$ cat src/rtl/alu_operand_stage_if.sv
// Handshake/bus bundle for alu_operand_stage.
// master: upstream producer + downstream consumer side (drives requests, out_ready).
// slave : the operand stage itself (drives in_ready and the registered out_* bus).
interface alu_operand_stage_if #(
  parameter int unsigned WIDTH   = 32,
  parameter int unsigned NUM_SRC = 4,
  parameter int unsigned SEL_W   = 2
);
  logic                       in_valid;
  logic                       in_ready;
  logic [SEL_W-1:0]           sel;
  logic [NUM_SRC*WIDTH-1:0]   src_flat;
  logic [15:0]                imm;
  logic [1:0]                 ext_mode;
  logic                       flush;
  logic                       out_valid;
  logic                       out_ready;
  logic [WIDTH-1:0]           out_data;
  logic                       out_err;

  modport master (
    output in_valid, sel, src_flat, imm, ext_mode, flush, out_ready,
    input  in_ready, out_valid, out_data, out_err
  );

  modport slave (
    input  in_valid, sel, src_flat, imm, ext_mode, flush, out_ready,
    output in_ready, out_valid, out_data, out_err
  );
endinterface

$ cat src/rtl/alu_operand_stage.sv
// Registered operand-select stage for the ALU B input.
// Picks one of NUM_SRC full-width sources or an extended 16-bit immediate and
// holds it in a two-entry skid buffer (main entry M drives the outputs, skid
// entry S absorbs one overflow operand) behind a valid/ready handshake.
// Ports: clk, rst (synchronous, active-high), bus (slave modport: request
// in_valid/sel/src_flat/imm/ext_mode/flush, in_ready; response
// out_valid/out_data/out_err, out_ready).
module alu_operand_stage #(
  parameter int unsigned WIDTH   = 32,
  parameter int unsigned NUM_SRC = 4,
  parameter int unsigned SEL_W   = 2
) (
  input  logic                 clk,
  input  logic                 rst,
  alu_operand_stage_if.slave   bus
);

  typedef struct packed {
    logic [WIDTH-1:0] data;
    logic             err;
    logic             valid;
  } entry_t;

  entry_t           m_q, m_d;
  entry_t           s_q, s_d;
  entry_t           cand;
  logic [WIDTH-1:0] imm_sext;
  logic             accept;
  logic             pop;

  // in_ready depends only on registered state, never on out_ready.
  assign accept = bus.in_valid && !s_q.valid;
  assign pop    = m_q.valid && bus.out_ready;

  // Operand formation from the current request.
  always_comb begin
    cand       = '0;
    cand.valid = 1'b1;
    imm_sext   = WIDTH'($signed(bus.imm));
    unique case (bus.ext_mode)
      2'b00: begin
        // Out-of-range select yields zero data flagged as an error.
        cand.err = 1'b1;
        for (int unsigned i = 0; i < NUM_SRC; i++) begin
          if (bus.sel == SEL_W'(i)) begin
            cand.data = bus.src_flat[i*WIDTH +: WIDTH];
            cand.err  = 1'b0;
          end
        end
      end
      2'b01: cand.data = imm_sext;
      2'b10: cand.data = WIDTH'(bus.imm);
      2'b11: cand.data = {imm_sext[WIDTH-3:0], 2'b00};
    endcase
  end

  // Buffer next state: flush, then pop-side moves, then accept placement.
  always_comb begin
    m_d = m_q;
    s_d = s_q;
    if (bus.flush) begin
      m_d.valid = 1'b0;
      s_d.valid = 1'b0;
    end else if (pop) begin
      if (s_q.valid) begin
        m_d = s_q;
        s_d = '0;
      end else if (accept) begin
        m_d = cand;
      end else begin
        m_d.valid = 1'b0;
      end
    end else if (accept) begin
      if (m_q.valid) s_d = cand;
      else           m_d = cand;
    end
  end

  // Entry registers.
  always_ff @(posedge clk) begin
    if (rst) begin
      m_q <= '0;
      s_q <= '0;
    end else begin
      m_q <= m_d;
      s_q <= s_d;
    end
  end

  assign bus.in_ready  = !s_q.valid;
  assign bus.out_valid = m_q.valid;
  assign bus.out_data  = m_q.data;
  assign bus.out_err   = m_q.err;

endmodule

$ cat src/flat_wrapper.sv
// flat-port wrapper written by rule: the top's interface ports become plain ports
module alu_operand_stage_flat 
#(
  parameter int unsigned WIDTH   = 32,
  parameter int unsigned NUM_SRC = 4,
  parameter int unsigned SEL_W   = 2
)
  (clk, rst, bus_in_valid, bus_sel, bus_src_flat, bus_imm, bus_ext_mode, bus_flush, bus_out_ready, bus_in_ready, bus_out_valid, bus_out_data, bus_out_err);
  alu_operand_stage_if #(.WIDTH(WIDTH), .NUM_SRC(NUM_SRC), .SEL_W(SEL_W)) bus_i ();
  input  logic clk;
  input  logic rst;
  input wire logic [$bits(bus_i.in_valid)-1:0] bus_in_valid;
  input wire logic [$bits(bus_i.sel)-1:0] bus_sel;
  input wire logic [$bits(bus_i.src_flat)-1:0] bus_src_flat;
  input wire logic [$bits(bus_i.imm)-1:0] bus_imm;
  input wire logic [$bits(bus_i.ext_mode)-1:0] bus_ext_mode;
  input wire logic [$bits(bus_i.flush)-1:0] bus_flush;
  input wire logic [$bits(bus_i.out_ready)-1:0] bus_out_ready;
  output wire logic [$bits(bus_i.in_ready)-1:0] bus_in_ready;
  output wire logic [$bits(bus_i.out_valid)-1:0] bus_out_valid;
  output wire logic [$bits(bus_i.out_data)-1:0] bus_out_data;
  output wire logic [$bits(bus_i.out_err)-1:0] bus_out_err;
  assign bus_i.in_valid = bus_in_valid;
  assign bus_i.sel = bus_sel;
  assign bus_i.src_flat = bus_src_flat;
  assign bus_i.imm = bus_imm;
  assign bus_i.ext_mode = bus_ext_mode;
  assign bus_i.flush = bus_flush;
  assign bus_i.out_ready = bus_out_ready;
  assign bus_in_ready = bus_i.in_ready;
  assign bus_out_valid = bus_i.out_valid;
  assign bus_out_data = bus_i.out_data;
  assign bus_out_err = bus_i.out_err;
  alu_operand_stage #(.WIDTH(WIDTH), .NUM_SRC(NUM_SRC), .SEL_W(SEL_W)) u_core (.clk(clk), .rst(rst), .bus(bus_i));
endmodule
$ cat config.mk
export PLATFORM = sky130hd
export DESIGN_NAME = alu_operand_stage_flat
export DESIGN_NICKNAME = d
export VERILOG_FILES = /design/src/rtl/alu_operand_stage_if.sv /design/src/rtl/alu_operand_stage.sv /design/src/flat_wrapper.sv
export SDC_FILE = /design/constraint.sdc
export NUM_CORES = 1
export LEC_CHECK = 0
export CAP_MARGIN = 20
export CORE_MARGIN = 2
export CORE_UTILIZATION = 39
export DETAILED_ROUTE_END_ITERATION = 16
export GPL_TIMING_DRIVEN = 0
export PLACE_DENSITY = 0.87
export SLEW_MARGIN = 30
export SYNTH_ARGS = -nofsm -noshare
export SYNTH_HDL_FRONTEND = slang
export SYNTH_SLANG_ARGS = --single-unit
$ cat constraint.sdc
create_clock -name clk -period 1.6 [get_ports clk]
set_input_delay 0.32 -clock clk [delete_from_list [all_inputs] [get_ports clk]]
set_output_delay 0.32 -clock clk [all_outputs]
set_load 0.01 [all_outputs]
======== Word-level counts from Yosys, hierarchy flattened ========
Cells that the tools add are included.
Widths: inputs -> output; s select.
storage, ports and cells
  bits in registers ....................... 68
  bits of input ports ..................... 153
  logic and storage cells ................. 43
operators by class
  equality and inequality tests ........... 8
  multiplexer cells ....................... 16
  bitwise logic cells ..................... 1
  reduce and logical (&&, ||, !) cells .... 12
operators with widths
  cell                number
  $mux 34             8
  $mux 33             5
  $pmux 32 s4         1
  $eq 2x2->1 const B  4
  $reduce_and 4->1    2
  $reduce_bool 2->1   3
  $eq 2x1->1 const B  2
  $logic_not 2->1     2
  $logic_and 1x1->1   2
  $mux 1              2
  $ne 2x1->1 const B  1
  $ne 2x2->1 const B  1
  $reduce_and 2->1    1
  $reduce_or 2->1     1
  $logic_not 1->1     1
  $not 1->1           1

======== Logic depth before layout (Yosys ltp) ========
  depth in word-level cells ............... 9
  mapped depth ............................ 7
  gate-level depth less buffers ........... 4

======== Worst setup path after synthesis ========
OpenSTA, ideal clock, no wires.
  path kind ............................... input port to flip-flop
  start point ............................. input bus_sel[0]
  end point ............................... register u_core.m_q (netlist bit u_core.bus.out_data[1])
  library setup time ...................... 0.132 ns
  arrival ................................. 1.464 ns
  required time ........................... 1.468 ns
  slack ................................... 0.004 ns
  stages on the path ...................... 5
  buffers on the path ..................... 1
  cell sequence ........................... buf_6 mux4_2 a221o_1 o211ai_2 a21oi_1
on the way
  cells in the longest elaborated chain, start to end .. 9
  elaborated cells between the ends (all ways) .. 14
  those cells by class .................... eq/ne (3); mux (10); reduce/logical (1)
RTL lines
  element                             RTL line                                          source
  start, declared                     flat_wrapper.sv:13                                input wire logic [$bits(bus_i.sel)-1:0] bus_sel;
  $logic_not 2->1                     alu_operand_stage.sv:45                           if (bus.sel == SEL_W'(i)) begin
  $mux 33 (3 in series)               alu_operand_stage.sv:45
  $mux 33 *                           alu_operand_stage.sv:45
  $pmux 32 s4 *                       alu_operand_stage.sv:40                           unique case (bus.ext_mode)
  $mux 34 or $mux 33 (tied branches)  alu_operand_stage.sv:74, alu_operand_stage.sv:68
  $mux 34 (on tied branches)          alu_operand_stage.sv:73, alu_operand_stage.sv:65
  $mux 34 *                           alu_operand_stage.sv:64                           end else if (pop) begin
  end signal, assigned                alu_operand_stage.sv:85                           m_q <= m_d;
  end, declared                       alu_operand_stage.sv:24                           entry_t m_q, m_d;
Mark *: on every way between the ends. The rest lies on a longest branch, timed or not. The select of a mux whose other input is x is not followed.
A chain may end at the register's enable or synchronous reset.

======== Final worst setup path ========
  start point ............................. register u_core.m_q (netlist bit u_core.bus.out_data[19])
  end point ............................... output bus_out_data[19]
RTL lines
  element        RTL line            source
  end, declared  flat_wrapper.sv:21  output wire logic [$bits(bus_i.out_data)-1:0] bus_out_data;
No word-level cell between the ends.

==> impl_metrics.ini <==
[outcome]
outcome = completed

[critical_path]
start_kind = register
path_class = register to output pin
worstReg2RegEnd = u_core.bus.out_data[6]
crit_path_end_kind = output pin
slowest_delay_ps = 560
worst_ep_arrival_time_ps = 1260
slowest_stage = clkdlybuf4s50_1
cp.required_ps = 1280
startpoint = u_core.bus.out_data[19]
path_delay_family = buffers and inverters
cp_cell_sequence = clkdlybuf4s50_1
ff2ff_setup_slack_ps = 30
reg2reg_depth = 5
endpoint = bus_out_data[19]
cp_num_cells = 1
cp_max_fo = 2
r2r-start = u_core.bus.out_valid
path_buf_inv = 1

[cts]
cts.htree.levels = 3
cts_tree = built
clk_pin_slew_ps = 80
cts_max_path_buffers = 2
clockRootBuffer = clkbuf_8
hold_buffers = 0
insertion_delay_ps = 350
cts_sinks = 68
cts_made_buffers = 9

[sta]
timing.final.max_slew_violations = 0
fmax_mhz = 632
worstMarginPinSlew_ps = 768
setup_ws_ps = 17.3
min_period_over_period_pct = 98.9
timing.setup.tns_ps = 0
slew_headroom_pct = 48.8
fin_crit_ps = 1580
hold_violations = 0
rsz0062_at_grt = true
finClkSkew_ps = 10.9
setup_viol = 0

[yosys]
synth_seq_area_share_pct = 32.0
async_reset_ff_share_pct = 0
synthTopCellsByCount = 68 x dfxtp_1, 63 x nand2_1, 32 x mux2i_1
synth_area_leader_cell = dfxtp_1
ys_types = 50
synth_nets = 612
netlist_top_cells_area = dfxtp_1 32%, mux2i_1 7.5%, mux4_2 5.8%
ys_ff_latch = 68
syn_inst = 459
syn_area_um2 = 4250
synth-edff-count = 0
ys_warn_count = 0
yosysTopAreaCellShare_pct = 32.0
synth_most_common_cell = dfxtp_1
ys.flop_type = dfxtp_1
avgSynthCellArea_um2 = 9.26

[die]
dieArea_um2 = 11800
initial_utilization_pct = 39.6
pin_count = 188
row_count = 38
coreArea_um2 = 10700
die_w_um = 108
fp.dieH_um = 108

[power_and_ir_drop]
peakVddDrop_mv = 0.473
power_frac_seq_pct = 36.6
power_density_nw_per_um2 = 714
p_clk_share_pct = 36.0
p_int_mw = 3.56
power.leakage_nw = 2.80
switching_share_pct = 27.3
switchingPower_mw = 1.34
combPwrFrac_pct = 27.4

[worst_hold_path]
holdPathStages = 2
hp-class = register to register

[layout]
area_growth_pct = 61.7
n_antenna_cell = 0
drive_gt1_share_pct = 18.4
fin_cells = 808
finalNetCount = 816

[detailed_routing]
dr_total_vias = 4761
antenna_left = 0
post-route-drc-count = 0
wl_per_cell_um = 19.6
via_per_inst = 5.89
dr.pass1.iters = 5
wirelength_um = 15800
drt_iter0_drc = 266

[placement]
dp_hpwl_um = 11700
io_buffers = 185
finalWeightedCongestion = 0.948
dpl.cell_count = 784
dp_slack_ps = -812

[global_routing]
grtUsageTotal_pct = 26.3
grt_start_max_net_pins = 14
grt.overflow.total = 0
grt_pass1_wl_um = 23900
first_global_vias = 4844
antenna_found_initial = 0

[flow_run]
cap_violations = 0
## state kept, by name, summed over array words and instances, names as in the netlist
signal / count
u_core.s_q: 34
u_core.bus.out_err: 1
u_core.bus.out_valid: 1
u_core.bus.out_data: 32
## through the flow
| step | instance area (um^2) | power, mW | hold slack [ps] | util [%] |
|---|---|---|---|---|
| after floorplan | 4250 | 2.41 | 399 | - |
| after global placement | 6280 | 3.05 | 447 | 58.4 |
| after detailed placement | 6280 | 3.07 | 449 | 58.4 |
| after CTS | 6660 | 4.83 | 460 | 61.9 |
| after global routing | 6870 | 5.07 | 480 | 64.0 |
| final | 6870 | 4.90 | 459 | 64.0 |
## area by class of cell
cell class / instances / area [um^2]
Buffer: 42 / 364
Clock buffer: 9 / 124
Clock inverter: 7 / 124
Fill cell: 893 / 3870
Inverter: 2 / 7.51
Multi-Input combinational cell: 346 / 2760
Sequential cell: 68 / 1370
Tap cell: 140 / 175
Timing Repair Buffer: 194 / 1950
## power groups by stage
| stage | combinational [mW] | sequential (mW) | clock, mW |
|---|---|---|---|
| finish | 1.34 | 1.79 | 1.77 |
| global route | 1.43 | 1.80 | 1.85 |
| CTS | 1.28 | 1.79 | 1.76 |
| detailed placement | 1.24 | 1.83 | 0 |
| global placement | 1.22 | 1.83 | 0 |
| floorplan | 0.563 | 1.85 | 0 |
## kinds of logic (layout without fill, tap and decap cells)
kind of cell	after synthesis	after routing	share of synthesized area (%)
AND/OR/NAND/NOR	156	156	17.2
AO/OA/AOI/OAI	140	140	26.8
buffers and inverters	45	254	6.59
flip-flops	68	68	32.0
multiplexers	50	50	17.3
## routing by layer
metal | vias to the layer above | global-route usage [%] | share of wire [%]
li1 | 2170 | - | -
met1 | 2248 | 30.4 | 37
met2 | 296 | 46.8 | 50
met3 | 47 | 5.91 | 10
met4 | 0 | 10.3 | 2.8
met5 | - | 0 | 0
## repair_timing
action                                  4_1_cts  5_1_grt
pin swaps                                     8        7
endpoints found under the setup margin       70       71
buffers inserted                              5        0
cloned                                        1        3
gates resized for setup                      54       57
## how the worst min path moves through the flow
stage | start | end | slack [ps]
2_1_floorplan | bus_flush | u_core.s_q[0] | 400
3_3_place_gp | u_core.s_q[4] | u_core.s_q[4] | 450
3_5_place_dp | u_core.bus.out_data[16] | u_core.bus.out_data[16] | 450
4_1_cts | u_core.bus.out_data[16] | u_core.bus.out_data[16] | 460
5_1_grt | u_core.s_q[13] | u_core.s_q[13] | 480
6_report | u_core.bus.out_data[16] | u_core.bus.out_data[16] | 460
## placed cells by master, fill, tap and decap left out, drive strengths merged, types with 3 or more instances in the layout
cell type      instances
a22o                  15
dlygate4sd2           14
a221oi                15
nand3                 12
inv                    3
mux2i                 32
dlymetal6s2s           9
a31oi                 10
dfxtp                 68
a21oi                 25
nor2b                  8
mux4                  17
clkbuf                22
nor2                  22
nand2                 63
nor3                  25
a2111oi               12
clkdlybuf4s50        161
o211a                 10
o221ai                 4
nand2b                14
bufinv                 3
buf                   39
o21ai                 20
and2                   4
o211ai                 5
o2bb2ai               14
Note: power is estimated with default switching activity, not from simulation.
